### src/rtl/core_pkg.sv
// Shared fetch-stage definitions: FSM encoding, reset instruction and default reset PC.
package core_pkg;

    localparam int CORE_XLEN = 32;

    typedef logic [1:0] fetch_state_t;

    localparam fetch_state_t S_REQ  = 2'd0;
    localparam fetch_state_t S_WAIT = 2'd1;
    localparam fetch_state_t S_EXEC = 2'd2;
    localparam fetch_state_t S_HALT = 2'd3;

    localparam logic [31:0] NOP_INST         = 32'h0000_0013;
    localparam logic [31:0] RESET_PC_DEFAULT = 32'h0000_0000;

endpackage

### src/rtl/next_pc_mux.sv
// Next-PC selection: sequential pc+4 or jump target with bit 0 forced low, plus alignment flag.
module next_pc_mux
    import core_pkg::*;
#(
    parameter int W = CORE_XLEN
) (
    input  logic         pcsel_i,
    input  logic [W-1:0] pc_i,
    input  logic [W-1:0] alu_target_i,
    output logic [W-1:0] pc_plus4_o,
    output logic [W-1:0] next_pc_o,
    output logic         misaligned_o
);

    assign pc_plus4_o = pc_i + W'(4);

    // jalr semantics: the target LSB is always discarded
    assign next_pc_o    = pcsel_i ? (alu_target_i & ~W'(1)) : pc_plus4_o;
    assign misaligned_o = next_pc_o[1];

endmodule

### src/rtl/instr_fetch_unit.sv
// Fetch stage: owns the architectural PC, issues one fetch per instruction and
// holds the returned word for decode until commit selects the next PC.
//
// state  | meaning
// S_REQ  | request pending on imem, address = pc
// S_WAIT | request accepted, waiting for response word
// S_EXEC | inst valid and held, waiting for commit
// S_HALT | misaligned target taken, frozen until reset
module instr_fetch_unit
    import core_pkg::*;
#(
    parameter logic [31:0] RESET_PC = RESET_PC_DEFAULT,
    parameter int          XLEN     = CORE_XLEN
) (
    input  logic            clk,
    input  logic            rst,
    output logic            imem_req_valid,
    input  logic            imem_req_ready,
    output logic [XLEN-1:0] imem_req_addr,
    input  logic            imem_rsp_valid,
    input  logic [XLEN-1:0] imem_rsp_data,
    output logic [XLEN-1:0] inst,
    output logic            inst_valid,
    output logic [XLEN-1:0] pc,
    output logic [XLEN-1:0] pc_plus4,
    input  logic            commit,
    input  logic            PCSel,
    input  logic [XLEN-1:0] alu_target,
    output logic            misalign
);

    fetch_state_t    state_q, state_d;
    logic [XLEN-1:0] pc_q, pc_d;
    logic [XLEN-1:0] inst_q, inst_d;
    logic            inst_valid_q, inst_valid_d;
    logic            req_valid_q, req_valid_d;
    logic            misalign_q, misalign_d;
    logic [XLEN-1:0] next_pc;
    logic            next_misaligned;

    next_pc_mux #(.W(XLEN)) u_next_pc_mux (
        .pcsel_i      (PCSel),
        .pc_i         (pc_q),
        .alu_target_i (alu_target),
        .pc_plus4_o   (pc_plus4),
        .next_pc_o    (next_pc),
        .misaligned_o (next_misaligned)
    );

    always_comb begin
        state_d      = state_q;
        pc_d         = pc_q;
        inst_d       = inst_q;
        inst_valid_d = inst_valid_q;
        misalign_d   = misalign_q;
        case (state_q)
            S_REQ: begin
                if (req_valid_q && imem_req_ready) state_d = S_WAIT;
            end
            S_WAIT: begin
                if (imem_rsp_valid) begin
                    inst_d       = imem_rsp_data;
                    inst_valid_d = 1'b1;
                    state_d      = S_EXEC;
                end
            end
            S_EXEC: begin
                if (commit) begin
                    inst_valid_d = 1'b0;
                    if (next_misaligned) begin
                        misalign_d = 1'b1;
                        state_d    = S_HALT;
                    end else begin
                        pc_d    = next_pc;
                        state_d = S_REQ;
                    end
                end
            end
            default: ;
        endcase
        // registered request: asserted for every cycle the FSM will sit in S_REQ
        req_valid_d = (state_d == S_REQ);
    end

    always_ff @(posedge clk) begin
        if (rst) begin
            state_q      <= S_REQ;
            pc_q         <= XLEN'(RESET_PC);
            inst_q       <= XLEN'(NOP_INST);
            inst_valid_q <= 1'b0;
            req_valid_q  <= 1'b0;
            misalign_q   <= 1'b0;
        end else begin
            state_q      <= state_d;
            pc_q         <= pc_d;
            inst_q       <= inst_d;
            inst_valid_q <= inst_valid_d;
            req_valid_q  <= req_valid_d;
            misalign_q   <= misalign_d;
        end
    end

    assign imem_req_valid = req_valid_q;
    assign imem_req_addr  = pc_q;
    assign inst           = inst_q;
    assign inst_valid     = inst_valid_q;
    assign pc             = pc_q;
    assign misalign       = misalign_q;

endmodule

### config.mk
export PLATFORM = sky130hd
export DESIGN_NAME = instr_fetch_unit
export DESIGN_NICKNAME = d
export VERILOG_FILES = /design/src/rtl/core_pkg.sv /design/src/rtl/next_pc_mux.sv /design/src/rtl/instr_fetch_unit.sv
export SDC_FILE = /design/constraint.sdc
export NUM_CORES = 1
export LEC_CHECK = 0
export ABC_AREA = 1
export CAP_MARGIN = 20
export CORE_ASPECT_RATIO = 1.1
export CORE_UTILIZATION = 45
export CTS_CLUSTER_DIAMETER = 200
export CTS_CLUSTER_SIZE = 28
export DETAILED_ROUTE_END_ITERATION = 10
export PLACE_DENSITY = 0.88
export SETUP_SLACK_MARGIN = 0.3
export SLEW_MARGIN = 5
export SYNTH_ARGS = -nofsm -noshare
export SYNTH_HDL_FRONTEND = slang
export SYNTH_HIERARCHICAL = 1
export SYNTH_SLANG_ARGS = --single-unit
### constraint.sdc
create_clock -name clk -period 3.6 [get_ports clk]
set_clock_uncertainty 0.1 [all_clocks]
set_input_delay 0.72 -clock clk [delete_from_list [all_inputs] [get_ports clk]]
set_output_delay 0.72 -clock clk [all_outputs]
set_load 0.02 [all_outputs]
==> impl_metrics.json <==
{
  "post_cts_buffers": 0,
  "worst_setup_path_start_kind": "register",
  "power.density_mw_per_mm2": 344,
  "place_congestion": 0.954,
  "wirelength_um": 12500,
  "cp-startpoint": "imem_req_addr[3]",
  "io_buffers": 199,
  "die-area_mm2": 0.00963,
  "areaGrowthSynthToFinish_pct": 48.5,
  "ios": 201,
  "hold_violations": 0,
  "cts_max_level": 3,
  "fin_area_mm2": 0.00617,
  "hold_class": "register to register",
  "ys_seq_elements": 69,
  "grt_max_degree": 37,
  "ys_warn_count": 6,
  "cp.required_ns": 2.78,
  "setup.worst_path.class": "register to output port",
  "period_needed_ns": 3.12,
  "clkLatencyLatePin_ns": 0.34,
  "status": "finished clean",
  "synth_seq_area_share": 0.332,
  "async_reset_ff_frac": 0,
  "grt_setup_unrepaired": "false",
  "setup_violations": 0,
  "core_mm2": 0.00892,
  "chipHeight_um": 103,
  "holdPathEnd": "inst[31]",
  "vias": 4365,
  "num-nets-final": 844,
  "max_freq_mhz": 320,
  "period_share": 0.868,
  "drv_slew": 0,
  "drcViolationCount": 0,
  "reg2reg_to": "imem_req_addr[17]",
  "power_mw": 2.12,
  "syn_avg_cell_area_um2": 6.72,
  "clock_path_buffers": 2,
  "start_util": 0.466,
  "p_leak_nw": 2.53,
  "cts-hold-fix-buffers": 0,
  "die_w_um": 93.7,
  "fin_tns_setup_ns": 0,
  "synth_flop_cell": "dfxtp_1",
  "path_clk_slew_ns": 0.07,
  "synth_nets": 690,
  "grt_usage": 0.260,
  "drt_iter0_drc": 146,
  "row_count": 36,
  "dp.final_hpwl_um": 9220,
  "drtAntennaViolNets": 0,
  "cp-end-kind": "output port",
  "relSlewSlack": 0.584,
  "worst-slew-pin-transition_ns": 0.621,
  "grt.overflow.total": 0,
  "synth_edf_count": 0,
  "antenna_found_initial": 0,
  "routedWlPerCell_um": 14.1,
  "first_pass_iters": 4,
  "drive_above_1_share": 0.127,
  "synth_cell_type_count": 27,
  "cts-root-buf": "clkbuf_8",
  "netlist_instances": 619,
  "hold_depth": 2,
  "mappedNetlistArea_mm2": 0.00416,
  "grt_pass1_vias": 4143,
  "via_per_inst": 4.89,
  "path_max_fanout": 5,
  "grt_pass1_wl_um": 19400,
  "diodes": 0,
  "cts_tree": "built",
  "rrSetupSlack_ns": 1.54,
  "max-vdd-ir-drop_uv": 279,
  "drv_cap": 0,
  "numCtsBuffers": 9,
  "r2r-start": "imem_req_addr[1]",
  "cp_data_arrival_time_ns": 2.30,
  "worstRegToRegCells": 7,
  "hp-start": "inst[31]",
  "post_dp_cell_area_mm2": 0.00592,
  "cts.sinks": 69
}
[kinds of logic after synthesis]
family,after synthesis,share of synthesized area
adders and majority gates,1,0.00301
and+or+nand+nor,383,0.403
AOI/OAI and AO/OA,66,0.0975
buffers and inverters,85,0.120
DFF,69,0.332
xor gates and xnor gates,15,0.0442
[metrics by stage]
step	utilization	hold slack, ns	worst slack, ns	instances
global route	0.692	0.392	0.313	892
floorplan	-	0.387	1.25	619
detailed placement	0.664	0.362	0.456	876
global placement	0.664	0.351	0.576	876
finish	0.692	0.372	0.476	892
CTS	0.690	0.379	0.322	892
[per-layer routing]
layer  global-route usage  share of wire  up-vias
li1                     -              -     2181
met1                0.271           0.37     1971
met2                0.480           0.51      194
met3               0.0819          0.097       19
met4                0.114          0.019        0
met5                    0              0        -
[cells in the final DEF (no fill, tap or decap), types with 7 or more instances in the layout]
cell and count:
nand2_1 218, o21ai_0 27, o21ai_1 7, nor2_1 96, dlymetal6s2s_1 9, nand3b_1 7, nand2_2 27, xor2_2 7
nor2_4 8, dfxtp_1 67, nand3_1 13, a21oi_2 20, a21oi_1 12, inv_1 18, clkdlybuf4s50_1 189, clkbuf_8 11
[state kept, by name, summed over array words and instances (netlist names)]
signal / flops
inst: 32
imem_req_addr: 32
inst_valid: 1
misalign: 1
imem_req_valid: 1
state_q: 2
[power by group]
part	total, mW	switching, mW	leakage, nW	internal [mW]
clock network	0.727	0.298	0.110	0.429
registers	0.863	0.0499	0.560	0.813
logic	0.535	0.281	1.86	0.254
total	2.12	0.628	2.53	1.50
[layout make-up]
class	count	area (um2)
Fill cell	736	2740
Multi-Input combinational cell	465	2280
Timing Repair Buffer	204	2050
Sequential cell	69	1380
Clock buffer	13	159
Tap cell	114	143
Inverter	24	91.3
Clock inverter	3	67.6
[critical path, cell delays in order (launching register included)]
cell             delay [ns]
dfxtp_1                0.42
ha_1                   0.24
nand2_1                0.11
nor2_2                 0.18
nand2_4                0.13
xnor2_1                0.23
clkdlybuf4s50_1        0.65
[synth_stat cells, types with 2 or more instances]
master / n / area share
xnor2_1: 4 / 0.0084
nand2_1: 218 / 0.20
xor2_2: 7 / 0.027
inv_1: 18 / 0.016
nand2_2: 27 / 0.041
buf_6: 3 / 0.0081
xor2_1: 4 / 0.0084
o21ai_1: 7 / 0.0084
buf_4: 38 / 0.069
clkbuf_1: 9 / 0.0081
nand3b_1: 7 / 0.013
nor2_4: 8 / 0.022
and2_1: 4 / 0.0060
nand3_1: 13 / 0.016
inv_2: 5 / 0.0045
a21oi_2: 20 / 0.042
nand2_4: 2 / 0.0054
buf_2: 11 / 0.013
nor2_2: 5 / 0.0075
a21oi_1: 12 / 0.014
nor2_1: 97 / 0.088
o21ai_0: 27 / 0.033
dfxtp_1: 69 / 0.33
[how the worst max path moves through the flow]
| stage | endpoint | slack [ns] | cells after the start |
|---|---|---|---|
| 2_1_floorplan | pc_plus4[10] | 1.25 | 5 |
| 3_3_place_gp | imem_req_addr[3] | 0.58 | 10 |
| 3_5_place_dp | imem_req_addr[17] | 0.46 | 10 |
| 4_1_cts | pc_plus4[30] | 0.32 | 8 |
| 5_1_grt | pc_plus4[25] | 0.31 | 7 |
| 6_report | pc_plus4[10] | 0.48 | 6 |
[what timing repair did]
action	CTS	global route
pin swaps	0	0
setup endpoints to repair	2	11
resized for setup	2	11
endpoints found under the hold margin	0	0
(Power assumes the default switching activity.)
